===== src/rtl/input_conditioner.sv =====
// input_conditioner: synchronizes, optionally inverts, debounces and edge-detects WIDTH async pins.
// Define INPUT_CONDITIONER_REPEAT_EN to add per-channel auto-repeat on press.
module input_conditioner #(
    parameter int               WIDTH          = 4,
    parameter int               SYNC_STAGES    = 2,
    parameter int               SAMPLE_CNT_MAX = 62500,
    parameter int               PULSE_CNT_MAX  = 200,
    parameter logic [WIDTH-1:0] INVERT         = '0,
    parameter int               REPEAT_DELAY   = 1000,
    parameter int               REPEAT_RATE    = 200
) (
    input  logic             clk,
    input  logic             rst_n,
    input  logic [WIDTH-1:0] in,
    output logic [WIDTH-1:0] level,
    output logic [WIDTH-1:0] press,
    output logic [WIDTH-1:0] release_pulse
);

    if (WIDTH < 1) begin : g_bad_width
        $error("input_conditioner: WIDTH must be >= 1");
    end
    if (SYNC_STAGES < 2) begin : g_bad_sync
        $error("input_conditioner: SYNC_STAGES must be >= 2");
    end
    if (SAMPLE_CNT_MAX < 1) begin : g_bad_sample
        $error("input_conditioner: SAMPLE_CNT_MAX must be >= 1");
    end
    if (PULSE_CNT_MAX < 1) begin : g_bad_pulse
        $error("input_conditioner: PULSE_CNT_MAX must be >= 1");
    end
    if (REPEAT_DELAY < 1 || REPEAT_RATE < 1) begin : g_bad_repeat
        $error("input_conditioner: REPEAT_DELAY and REPEAT_RATE must be >= 1");
    end

    localparam int TICK_W = $clog2(SAMPLE_CNT_MAX + 1);
    localparam int DB_W   = $clog2(PULSE_CNT_MAX + 1);
    localparam logic [TICK_W-1:0] TICK_LAST = TICK_W'(SAMPLE_CNT_MAX - 1);
    localparam logic [DB_W-1:0]   DB_LAST   = DB_W'(PULSE_CNT_MAX - 1);

    logic [WIDTH-1:0]  cond;
    logic [WIDTH-1:0]  sync_q [SYNC_STAGES];
    logic [WIDTH-1:0]  samp;
    logic [TICK_W-1:0] tick_cnt;
    logic              tick;
    logic [DB_W-1:0]   db_cnt [WIDTH];
    logic [WIDTH-1:0]  flip;
    logic [WIDTH-1:0]  rpt_fire;

    // Inverted pins idle at conditioned 0, matching the reset value of the chain.
    assign cond = in ^ INVERT;

    always_ff @(posedge clk or negedge rst_n) begin
        if (!rst_n) begin
            for (int k = 0; k < SYNC_STAGES; k++) begin
                sync_q[k] <= '0;
            end
        end else begin
            sync_q[0] <= cond;
            for (int k = 1; k < SYNC_STAGES; k++) begin
                sync_q[k] <= sync_q[k-1];
            end
        end
    end

    assign samp = sync_q[SYNC_STAGES-1];

    assign tick = (tick_cnt == TICK_LAST);

    always_ff @(posedge clk or negedge rst_n) begin
        if (!rst_n) begin
            tick_cnt <= '0;
        end else if (tick) begin
            tick_cnt <= '0;
        end else begin
            tick_cnt <= tick_cnt + 1'b1;
        end
    end

    // A channel flips on the tick that completes its run of disagreeing samples.
    always_comb begin
        flip = '0;
        for (int i = 0; i < WIDTH; i++) begin
            flip[i] = tick && (samp[i] != level[i]) && (db_cnt[i] == DB_LAST);
        end
    end

    always_ff @(posedge clk or negedge rst_n) begin
        if (!rst_n) begin
            level <= '0;
            for (int i = 0; i < WIDTH; i++) begin
                db_cnt[i] <= '0;
            end
        end else begin
            level <= level ^ flip;
            if (tick) begin
                for (int i = 0; i < WIDTH; i++) begin
                    if ((samp[i] == level[i]) || flip[i]) begin
                        db_cnt[i] <= '0;
                    end else begin
                        db_cnt[i] <= db_cnt[i] + 1'b1;
                    end
                end
            end
        end
    end

`ifdef INPUT_CONDITIONER_REPEAT_EN
    localparam int RPT_MAX = (REPEAT_DELAY > REPEAT_RATE) ? REPEAT_DELAY : REPEAT_RATE;
    localparam int RPT_W   = $clog2(RPT_MAX + 1);
    localparam logic [RPT_W-1:0] RPT_DELAY_LAST = RPT_W'(REPEAT_DELAY - 1);
    localparam logic [RPT_W-1:0] RPT_RATE_LAST  = RPT_W'(REPEAT_RATE - 1);

    // rpt_rate | meaning
    //    0     | delay phase: waiting REPEAT_DELAY ticks after the press
    //    1     | rate phase: repeating every REPEAT_RATE ticks
    logic [RPT_W-1:0] rpt_cnt [WIDTH];
    logic [WIDTH-1:0] rpt_rate;

    always_comb begin
        rpt_fire = '0;
        for (int i = 0; i < WIDTH; i++) begin
            rpt_fire[i] = tick && level[i] && !flip[i] &&
                          (rpt_cnt[i] == (rpt_rate[i] ? RPT_RATE_LAST : RPT_DELAY_LAST));
        end
    end

    always_ff @(posedge clk or negedge rst_n) begin
        if (!rst_n) begin
            rpt_rate <= '0;
            for (int i = 0; i < WIDTH; i++) begin
                rpt_cnt[i] <= '0;
            end
        end else if (tick) begin
            for (int i = 0; i < WIDTH; i++) begin
                if (flip[i] || !level[i] || rpt_fire[i]) begin
                    rpt_cnt[i] <= '0;
                end else begin
                    rpt_cnt[i] <= rpt_cnt[i] + 1'b1;
                end
                if (flip[i]) begin
                    rpt_rate[i] <= 1'b0;
                end else if (rpt_fire[i]) begin
                    rpt_rate[i] <= 1'b1;
                end
            end
        end
    end
`else
    assign rpt_fire = '0;
`endif

    always_ff @(posedge clk or negedge rst_n) begin
        if (!rst_n) begin
            press         <= '0;
            release_pulse <= '0;
        end else begin
            press         <= (flip & samp) | rpt_fire;
            release_pulse <= flip & ~samp;
        end
    end

endmodule


===== config.mk =====
export PLATFORM = sky130hd
export DESIGN_NAME = input_conditioner
export DESIGN_NICKNAME = d
export VERILOG_FILES = /design/src/rtl/input_conditioner.sv
export SDC_FILE = /design/constraint.sdc
export NUM_CORES = 1
export LEC_CHECK = 0
export ABC_AREA = 1
export CORE_ASPECT_RATIO = 0.6
export CORE_MARGIN = 2
export CORE_UTILIZATION = 40
export DETAILED_ROUTE_END_ITERATION = 6
export GPL_ROUTABILITY_DRIVEN = 0
export HOLD_SLACK_MARGIN = 0.15
export PLACE_DENSITY = 0.55
export RECOVER_POWER = 50
export SKIP_CTS_REPAIR_TIMING = 1
export SLEW_MARGIN = 30
export SYNTH_ARGS = -nofsm -noshare
export SYNTH_HDL_FRONTEND = slang
export SYNTH_SLANG_ARGS = --single-unit

===== constraint.sdc =====
create_clock -name clk -period 1.85 [get_ports clk]
set_clock_uncertainty 0.15 [all_clocks]
set_input_delay 0.4625 -clock clk [delete_from_list [all_inputs] [get_ports clk]]
set_output_delay 0.4625 -clock clk [all_outputs]
set_load 0.05 [all_outputs]

## Word level (Yosys, flattened, before mapping)

Cells that the tools add are included.

| storage, ports and cells | value |
|---|---|
| register bits | 68 |
| output and inout bits | 12 |

| cells by class | value |
|---|---|
| add/sub/neg operators | 5 |
| equal/unequal tests | 13 |
| muxes and demuxes | 5 |
| bitwise operators | 4 |
| reductions and logical operators | 12 |

Operators by type and width:

| kind | count |
|---|---|
| 8-bit by 1-bit adder with 8-bit output (second input constant) | 4 |
| 8-bit equality test (second input constant) | 4 |
| 8-bit two-way mux | 4 |
| 16-bit by 1-bit adder with 16-bit output (second input constant) | 1 |
| 16-bit equality test (second input constant) | 1 |
| 16-bit two-way mux | 1 |
| 4-bit bitwise AND | 2 |
| 1-bit logical AND | 8 |
| 1-bit equality test | 4 |
| 1-bit logical OR | 4 |
| 1-bit inequality test | 4 |
| 4-bit inverter | 1 |
| 4-bit XOR | 1 |

## Depth between registers and ports, before layout

Gate-level depths: netlist of the first run.

| depth | value |
|---|---|
| depth in word-level cells | 5 |
| depth in mapped cells | 10 |
| mapped depth without buffers | 10 |

## Worst setup path after synthesis of the first run

Ideal clock, no wire load.

| timing | value |
|---|---|
| kind | register to register |
| from | register level[1] |
| to | register level[1] |
| library setup time | 120 ps |
| arrival | 1322 ps |
| data required time | 1580 ps |
| setup slack | 259 ps |
| cell stages (with the launch flop) | 6 |
| buffers on the path | 1 |
| clock period less this slack | 1591 ps |
| cell sequence | dfrtp_1 xor2_1 clkbuf_1 nand3_1 nand2_1 nand2_1 |

| on the way | value |
|---|---|
| longest elaborated chain between the ends | 4 |

Ends and longest elaborated chain:

| item | RTL line | source |
|---|---|---|
| from (decl) | 15 | `output logic [WIDTH-1:0] level,` |
| from (signal assigned) | 95 | `level <= level ^ flip;` |
| 1-bit inequality test | 84 | `flip[i] = tick && (samp[i] != level[i]) && (db_cnt[i] == DB_LAST);` |
| 1-bit logical AND (2 in a row) | 84 |  |
| 4-bit XOR (*) | 95 |  |

Every way passes the cells marked *; elsewhere a longest branch is shown, timed or not.
A chain may end at the register's enable or synchronous reset.

## Worst setup path in the final report of the first run

| timing | value |
|---|---|
| from | register tick_cnt[3] |
| to | register tick_cnt[10] |

| on the way | value |
|---|---|
| longest elaborated chain between the ends | 2 |

Ends and longest elaborated chain:

| item | RTL line | source |
|---|---|---|
| from (decl) | 44 | `logic [TICK_W-1:0] tick_cnt;` |
| from (signal assigned) | 76 | `tick_cnt <= tick_cnt + 1'b1;` |
| 16-bit by 1-bit adder with 16-bit output or 16-bit equality test (tied branches) | 76, 68 |  |
| 16-bit two-way mux (*) | 73 | `end else if (tick) begin` |

Marked as above.

==> results of run 1 <==
-- state kept, by name, summed over array words and instances, names as in the netlist --
register       count
db_cnt            32
level              4
press              4
release_pulse      4
samp               4
sync_q             4
tick_cnt          16
-- Yosys cell counts (3+ instances only) --
master,n,area [sq um]
a21oi_1,3,15.0
buf_2,4,20.0
buf_6,3,33.8
dfrtp_1,68,1700
ha_1,5,62.6
inv_1,79,297
inv_2,3,11.3
nand2_1,182,683
nand3_1,36,180
nand3b_1,3,22.5
nand4_1,35,219
nor2_1,57,214
nor2_2,3,18.8
nor3_1,13,65.1
o21ai_0,8,40.0
xnor2_1,3,26.3
xor2_1,8,70.1
-- power groups by stage --
stage          Combinational [mW]  Clock (mW)  Sequential, mW
2_1_floorplan              0.0135           0            1.53
3_3_place_gp               0.0678           0            1.53
3_5_place_dp               0.0677           0            1.53
4_1_cts                    0.0681        1.59            1.50
5_1_grt                    0.0700        1.66            1.50
6_report                   0.0605        1.55            1.50
-- kinds of logic after synthesis --
group	Yosys count
XOR/XNOR	11
buffers and inverters	91
adder cells (fa/ha/maj)	5
flip-flops	68
AO/OA/AOI/OAI	12
AND/OR/NAND/NOR	332
-- worst max path at each step --
stage / endpoint / cells after the start
global route: db_cnt[13]$_DFFE_PN0N_ / 8
finish: tick_cnt[10]$_DFF_PN0_ / 7
global placement: level[3]$_DFF_PN0_ / 8
CTS: press[1]$_DFF_PN0_ / 10
detailed placement: level[2]$_DFF_PN0_ / 11
floorplan: level[1]$_DFF_PN0_ / 5
-- layout make-up --
class / count / share of cell area [%]
sequential: 68 / 38.2
multi-input combinational: 360 / 37.3
timing repair buffer: 36 / 8.17
inverter: 83 / 6.99
clock buffer: 9 / 5.06
tap: 116 / 3.26
clock inverter: 7 / 0.983
-- metal layers --
layer  vias up  share of wire, %  global-route usage, %
met5         -                 0                      0
li1       1705                 -                      -
met3         8               5.2                   4.85
met1      1456                56                   30.2
met2        90                37                   23.7
met4         0               1.0                   5.76
-- worst reg2reg max path, stage by stage, from the launching register on --
cell and delay (ps):
dfrtp_1 450, inv_1 150, nand3_1 110, nor3_1 310, nand2_1 140, buf_4 180
o21ai_0 70, a21oi_1 60
-- per-stage QoR --
stage	total power [mW]	worst slack [ps]	hold WS, ps	cell area (sq um)	cells
2_1_floorplan	1.54	259	16.9	3720	519
3_3_place_gp	1.60	131	183	4170	661
3_5_place_dp	1.60	127	186	4170	661
4_1_cts	3.16	106	-17.1	4440	677
5_1_grt	3.23	22.3	211	4450	679
6_report	3.11	129	196	4450	679
==> impl_metrics.env, run 1 <==
export IMPL_final_common_cell="nand2_1"
export IMPL_avgViaCountPerCell=4.80
export IMPL_worstReg2RegEnd="tick_cnt[10]$_DFF_PN0_"
export IMPL_port_buffers=17
export IMPL_crit_path_max_incr_delay_ps=450
export IMPL_grt_start_max_net_pins=50
export IMPL_ys_flop_type="dfrtp_1"
export IMPL_critical_path_top_delay_family="simple AND/OR/NAND/NOR gates"
export IMPL_muxShareOfSynthArea_pct=0
export IMPL_end_kind="flip-flop"
export IMPL_multi_input_area_sq_um=1660
export IMPL_hpwlAfterDp_um=6070
export IMPL_ys_ff_latch=68
export IMPL_worstHoldPathType="reg -> reg"
export IMPL_critPathRequiredTime_ps=1910
export IMPL_avgSynthCellArea_sq_um=7.17
export IMPL_synth_fa_ha_area_share_pct=1.68
export IMPL_finalCriticalPeriod_ps=1720
export IMPL_final_antenna_net_count=0
export IMPL_grtUsageTotal_pct=18.7
export IMPL_pwr_share_comb_pct=1.9
export IMPL_start_util_pct=40.8
export IMPL_synth_xor_area_share_pct=2.59
export IMPL_cap_viol_max_count=0
export IMPL_worstSkewPairLatency_ps=330
export IMPL_p_per_area_nw_per_um2=699
export IMPL_drc=0
export IMPL_clk_path_buf_depth=2
export IMPL_yosys_cell_types_count=23
export IMPL_synth_warnings=0
export IMPL_synth_top_family_by_area="simple AND/OR/NAND/NOR gates"
export IMPL_status="completed"
export IMPL_fp_dieH_um=78.7
export IMPL_root_buffer="clkbuf_16"
export IMPL_vias=3259
export IMPL_dr_first_iter_drc_count=341
export IMPL_synth_edf_count=0
export IMPL_critPathSlowestCell="dfrtp_1"
export IMPL_wl_per_cell_um=12.6
export IMPL_yosys_area_share_simple_pct=38.4
export IMPL_cp_arrival_ps=1780
export IMPL_period_share_pct=93.0
export IMPL_final_core_util_pct=48.8
export IMPL_cts_buffers=9
export IMPL_clkTransAtPathRegs_ps=60
export IMPL_core_area_sq_um=9120
export IMPL_timing_rr_start="tick_cnt[3]$_DFF_PN0_"
export IMPL_h_tree_depth=3
export IMPL_regArea_sq_um=1700
export IMPL_synth_compound_area_share_pct=1.68
export IMPL_die_area_sq_um=10100
export IMPL_postSynthCellCount=519
export IMPL_critPathBufInv=2
export IMPL_drive_gt1_share_pct=9.95
export IMPL_antenna_cells=0
export IMPL_fin_tns_setup_ps=0
export IMPL_finalSetupViolCount=0
export IMPL_path_class="reg -> reg"
export IMPL_p_sw_share_pct=22.7
export IMPL_num_rows=27
export IMPL_yosysSeqAreaShare_pct=45.7
export IMPL_synth_fp_nets=530
export IMPL_grt_pass1_wl_um=14900
export IMPL_syn_area_sq_um=3720
export IMPL_tightest_slew_ps=696
export IMPL_cts_sinks=68
export IMPL_final_max_slew_viol_count=0
export IMPL_final_cell_mix="182 x nand2_1, 79 x inv_1, 68 x dfrtp_1"
export IMPL_seqPwrFrac_pct=48.3
export IMPL_wirelength_um=8550
export IMPL_hold_depth=0
export IMPL_pin_count=18
export IMPL_rsz0062_at_grt="false"
export IMPL_p_int_mw=2.41
export IMPL_max_slew_margin_pct=53.6
export IMPL_min_from="sync_q[6]$_DFF_PN0_"
export IMPL_nets=569
export IMPL_num_fill_cells=886
export IMPL_hold_viol=0
export IMPL_die_w_um=129
export IMPL_ir_worst_vdd_uv=451
export IMPL_reg2reg_slack_ps=130
export IMPL_power_switching_uw=705
export IMPL_antenna_found_initial=0
export IMPL_rr_worst_depth=7
export IMPL_worstPathCellList="inv_1, nand3_1, nor3_1, nand2_1, buf_4, o21ai_0, a21oi_1"
export IMPL_p_leak_nw=2.41
export IMPL_drtPass1Iterations=5
export IMPL_start_kind="flip-flop"
export IMPL_area_delta_synth_final_pct=19.6
export IMPL_crit_fanout=6
export IMPL_grt_pass1_vias=3013
export IMPL_async_flop_share_pct=100
export IMPL_cp_startpoint="tick_cnt[3]$_DFF_PN0_"
export IMPL_grt_remaining_overflow=0
export IMPL_cts_tree="done"
export IMPL_holdPathEnd="samp[2]$_DFF_PN0_"
export IMPL_p_clk_share_pct=49.8
export IMPL_fmax_mhz=581
(Power assumes the default switching activity.)
==> inputs of run 2 (changes only) <==
Settings changed: CTS_BUF_LIST set to sky130_fd_sc_hd__clkbuf_4 sky130_fd_sc_hd__clkbuf_8 sky130_fd_sc_hd__clkbuf_16, GPL_ROUTABILITY_DRIVEN 0 to 1, PLACE_DENSITY 0.55 to unset.
==> impl_metrics.env, run 2 (synthesis gave the netlist of run 1 again) <==
export IMPL_wl_per_cell_um=12.0
export IMPL_critPathSlowestCell="dfrtp_1"
export IMPL_p_per_area_nw_per_um2=703
export IMPL_drive_gt1_share_pct=10.2
export IMPL_rsz0062_at_grt="true"
export IMPL_p_leak_nw=2.39
export IMPL_grt_start_max_net_pins=69
export IMPL_hold_viol=0
export IMPL_max_slew_margin_pct=43.6
export IMPL_tightest_slew_ps=846
export IMPL_cap_viol_max_count=0
export IMPL_vias=3244
export IMPL_die_area_sq_um=10100
export IMPL_worstHoldPathType="reg -> reg"
export IMPL_finalCriticalPeriod_ps=1730
export IMPL_grt_pass1_vias=3097
export IMPL_finalSetupViolCount=0
export IMPL_die_w_um=129
export IMPL_core_area_sq_um=9120
export IMPL_hold_depth=0
export IMPL_timing_rr_start="tick_cnt[3]$_DFF_PN0_"
export IMPL_final_cell_mix="182 x nand2_1, 79 x inv_1, 67 x dfrtp_1"
export IMPL_top_register="db_cnt"
export IMPL_ir_worst_vdd_uv=447
export IMPL_avgViaCountPerCell=4.79
export IMPL_crit_fanout=8
export IMPL_antenna_found_initial=0
export IMPL_final_max_slew_viol_count=0
export IMPL_end_kind="flip-flop"
export IMPL_nets=567
export IMPL_num_rows=27
export IMPL_power_mw=3.12
export IMPL_worstReg2RegEnd="db_cnt[1]$_DFFE_PN0N_"
export IMPL_start_kind="flip-flop"
export IMPL_clk_path_buf_depth=2
export IMPL_num_fill_cells=875
export IMPL_hpwlAfterDp_um=5740
export IMPL_period_share_pct=93.6
export IMPL_port_buffers=17
export IMPL_cp_arrival_ps=1800
export IMPL_fp_dieH_um=78.7
export IMPL_fmax_mhz=577
export IMPL_final_antenna_net_count=0
export IMPL_reg2reg_slack_ps=120
export IMPL_area_delta_synth_final_pct=19.2
export IMPL_antenna_cells=0
export IMPL_worstSkewPairLatency_ps=330
export IMPL_drc=0
export IMPL_crit_path_max_incr_delay_ps=460
export IMPL_rr_worst_depth=7
export IMPL_h_tree_depth=3
export IMPL_cts_sinks=68
export IMPL_fin_hold_ws_ps=194
export IMPL_largest_reg_flops=32
export IMPL_pin_count=18
export IMPL_final_common_cell="nand2_1"
export IMPL_wirelength_um=8140
export IMPL_clkTransAtPathRegs_ps=60
export IMPL_cts_tree="done"
export IMPL_cts_buffers=9
export IMPL_root_buffer="clkbuf_16"
export IMPL_grt_remaining_overflow=0
export IMPL_dr_first_iter_drc_count=275
export IMPL_reg_largest_list="db_cnt x32, tick_cnt x16"
export IMPL_min_from="sync_q[7]$_DFF_PN0_"
export IMPL_grt_pass1_wl_um=14500
export IMPL_drtPass1Iterations=4
export IMPL_start_util_pct=40.8
export IMPL_worst_path_most_repeated_cell="nand2_1"
export IMPL_worstPathCellList="inv_1, nand3_1, nor3_1, nand2_1, buf_4, nand2_1, nand2_1"
export IMPL_gp_congestion=0.885
export IMPL_grtUsageTotal_pct=18.2
export IMPL_path_class="reg -> reg"
export IMPL_critPathRequiredTime_ps=1920
export IMPL_status="completed"
export IMPL_holdPathEnd="samp[3]$_DFF_PN0_"
-- run 2: stage by stage --
step                      TNS [ps]  utilization (%)  cell area (sq um)  worst slack (ps)  std cells
final                            0             48.7               4440               118        677
after global routing         -75.2             48.7               4440             -27.9        677
after CTS                        0             48.5               4420               114        675
after detailed placement         0             45.5               4150               138        659
after floorplan                  0                -               3720               259        519
after global placement           0             45.5               4150               176        659
-- run 2: metal layers --
layer,track usage [%],part of all wire (%),up-vias
li1,-,-,1703
met1,26.4,53,1478
met2,26.1,41,54
met3,5.53,4.9,9
met4,5.54,1.2,0
met5,0,0,-
-- run 2: worst max path at each step --
stage | startpoint | to | slack, ps
floorplan | level[1]$_DFF_PN0_ | level[1]$_DFF_PN0_ | 260
global placement | db_cnt[0]$_DFFE_PN0N_ | level[3]$_DFF_PN0_ | 180
detailed placement | tick_cnt[0]$_DFF_PN0_ | press[1]$_DFF_PN0_ | 140
CTS | tick_cnt[0]$_DFF_PN0_ | press[1]$_DFF_PN0_ | 110
global route | tick_cnt[0]$_DFF_PN0_ | release_pulse[1]$_DFF_PN0_ | -30
finish | tick_cnt[3]$_DFF_PN0_ | db_cnt[1]$_DFFE_PN0N_ | 120
-- run 2: worst max-delay path: cells and delay by family (launching register included) --
kind | cells | cell delay [ps]
flops | 1 | 460
simple gates | 5 | 670
buf+inv | 2 | 350
-- run 2: where the power goes --
part | total, mW | leakage, nW | internal (mW) | switching (mW)
registers | 1.50 | 0.916 | 1.50 | 0.00585
clock network | 1.56 | 0.137 | 0.948 | 0.613
logic | 0.0565 | 1.34 | 0.0138 | 0.0427
-- run 2: cell type report --
cell class | instances | area, sq um | share of cell area [%]
clock buffers | 12 | 248 | 5.58
clock inverters | 4 | 26.3 | 0.592
inverters | 83 | 312 | 7.02
multi-input cells | 360 | 1660 | 37.4
flip-flops and latches | 68 | 1700 | 38.4
well taps | 116 | 145 | 3.27
repair buffers | 34 | 344 | 7.75
==> inputs of run 3 (changes only) <==
--- a/config.mk
+++ b/config.mk
@@ -13,5 +13,5 @@
 export DETAILED_ROUTE_END_ITERATION = 6
 export GPL_ROUTABILITY_DRIVEN = 1
-export HOLD_SLACK_MARGIN = 0.15
+export HOLD_SLACK_MARGIN = 0.12
 export RECOVER_POWER = 50
 export SKIP_CTS_REPAIR_TIMING = 1
--- a/constraint.sdc
+++ b/constraint.sdc
@@ -3,3 +3,3 @@
 set_input_delay 0.4625 -clock clk [delete_from_list [all_inputs] [get_ports clk]]
 set_output_delay 0.4625 -clock clk [all_outputs]
-set_load 0.05 [all_outputs]
+set_load 0.005 [all_outputs]
==> impl_metrics.env, run 3 (synthesis gave the netlist of run 1 again) <==
export IMPL_dr_first_iter_drc_count=275
export IMPL_nets=568
export IMPL_critPathSlowestCell="clkdlybuf4s50_1"
export IMPL_rr_worst_depth=10
export IMPL_grt_pass1_vias=3135
export IMPL_num_rows=27
export IMPL_clkTransAtPathRegs_ps=50
export IMPL_critical_path_top_delay_family="buffers and inverters"
export IMPL_die_area_sq_um=10100
export IMPL_cp_depth=1
export IMPL_port_buffers=17
export IMPL_p_per_area_nw_per_um2=723
export IMPL_fin_hold_ws_ps=199
export IMPL_grt_pass1_wl_um=15000
export IMPL_p_int_mw=2.56
export IMPL_worstPathCellList="clkdlybuf4s50_1"
export IMPL_die_w_um=129
export IMPL_final_core_util_pct=49.1
export IMPL_final_cells=678
export IMPL_crit_path_max_incr_delay_ps=500
export IMPL_timing_rr_start="tick_cnt[0]$_DFF_PN0_"
export IMPL_hold_viol=0
export IMPL_use_met2_pct=26.0
export IMPL_pwr_share_comb_pct=1.8
export IMPL_finalCriticalPeriod_ps=1790
export IMPL_vias=3275
export IMPL_cap_viol_max_count=0
export IMPL_fp_dieH_um=78.7
export IMPL_cts_buffers=9
export IMPL_met1_usage_pct=28.6
export IMPL_pin_count=18
export IMPL_cts_sinks=68
export IMPL_worstReg2RegEnd="release_pulse[1]$_DFF_PN0_"
export IMPL_min_from="sync_q[5]$_DFF_PN0_"
export IMPL_reg_largest_list="db_cnt x32, tick_cnt x16"
export IMPL_start_util_pct=40.8
export IMPL_worstHoldPathType="reg -> reg"
export IMPL_gp_congestion=0.898
export IMPL_num_fill_cells=914
export IMPL_path_class="reg -> out"
export IMPL_tightest_slew_ps=863
export IMPL_antenna_found_initial=0
export IMPL_start_kind="flip-flop"
export IMPL_grt_use_met3_pct=4.85
export IMPL_root_buffer="clkbuf_16"
export IMPL_max_slew_margin_pct=42.5
export IMPL_hold_depth=0
export IMPL_grt_start_max_net_pins=69
export IMPL_hpwlAfterDp_um=5990
export IMPL_largest_reg_flops=32
export IMPL_antenna_cells=0
export IMPL_p_sw_share_pct=20.9
export IMPL_clk_path_buf_depth=2
export IMPL_top_register="db_cnt"
export IMPL_setup_slack_ps=61.4
export IMPL_place_ws_ps=97.1
export IMPL_seqPwrFrac_pct=46.4
export IMPL_reg2reg_slack_ps=100
export IMPL_cp_arrival_ps=1180
export IMPL_critPathBufInv=1
export IMPL_holdPathEnd="samp[1]$_DFF_PN0_"
export IMPL_cts_tree="done"
export IMPL_wirelength_um=8480
export IMPL_avgViaCountPerCell=4.83
export IMPL_fin_tns_setup_ps=0
export IMPL_critPathRequiredTime_ps=1240
export IMPL_placed_cells=657
export IMPL_drive_gt1_share_pct=8.72
export IMPL_drc=0
export IMPL_status="completed"
export IMPL_finalSetupViolCount=0
export IMPL_area_delta_synth_final_pct=20.3
export IMPL_p_clk_share_pct=51.8
export IMPL_h_tree_depth=3
export IMPL_grt_remaining_overflow=0
export IMPL_period_share_pct=96.7
export IMPL_core_area_sq_um=9120
export IMPL_grtUsageTotal_pct=18.8
export IMPL_crit_fanout=2
export IMPL_final_max_slew_viol_count=0
export IMPL_final_common_cell="nand2_1"
export IMPL_final_antenna_net_count=0
export IMPL_drtPass1Iterations=4
export IMPL_top_usage_layer="met1"
export IMPL_worstSkewPairLatency_ps=330
export IMPL_p_leak_nw=2.44
export IMPL_fmax_mhz=559
export IMPL_end_kind="output port"
export IMPL_final_cell_mix="181 x nand2_1, 78 x inv_1, 68 x dfrtp_1"
export IMPL_wl_per_cell_um=12.5
export IMPL_power_switching_uw=677
export IMPL_ir_worst_vdd_uv=488
## run 3: cell count changes in the layout (fill, tap and decap cells not counted), moves of 2 or more
cell	delta
buf_12	-5
nor2_4	+3
nor2_2	-4
clkdlybuf4s50_1	+10
dlymetal6s2s_1	+2
clkbuf_8	+4
buf_4	-7
clkbuf_4	-3
nor3_1	-2
## run 3: per-stage QoR
stage	cell area (sq um)	power, mW
floorplan	3720	1.54
global placement	4100	1.59
detailed placement	4100	1.59
CTS	4400	3.29
global route	4480	3.36
finish	4480	3.24
## run 3: worst max path at each step
stage,from,to,slack [ps]
6_report,level[0]$_DFF_PN0_,level[0],60
2_1_floorplan,db_cnt[8]$_DFFE_PN0N_,level[2]$_DFF_PN0_,290
3_3_place_gp,tick_cnt[9]$_DFF_PN0_,tick_cnt[10]$_DFF_PN0_,110
4_1_cts,level[3]$_DFF_PN0_,level[3],-40
3_5_place_dp,tick_cnt[9]$_DFF_PN0_,tick_cnt[10]$_DFF_PN0_,100
5_1_grt,tick_cnt[0]$_DFF_PN0_,release_pulse[1]$_DFF_PN0_,-20
## run 3: power by group through the flow
stage	clock network, mW	logic, mW	registers (mW)
detailed placement	0	0.0651	1.53
global route	1.79	0.0677	1.50
global placement	0	0.0647	1.53
floorplan	0	0.0135	1.53
CTS	1.72	0.0651	1.50
finish	1.68	0.0580	1.50
## run 3: layout make-up
type	count	area [sq um]	share of cell area, %
sequential	68	1700	38.0
inverter	83	312	6.96
clock inverter	3	18.8	0.419
timing repair buffer	35	328	7.32
multi-input combinational	360	1690	37.8
clock buffer	13	280	6.26
tap	116	145	3.24
## run 3: per-layer routing
metal / vias up / wire length [um] / share of wire (%)
li1: 1696 / - / -
met1: 1513 / 4590 / 54
met2: 62 / 3410 / 40
met3: 4 / 426 / 5.0
met4: 0 / 54 / 0.64
met5: - / 0 / 0
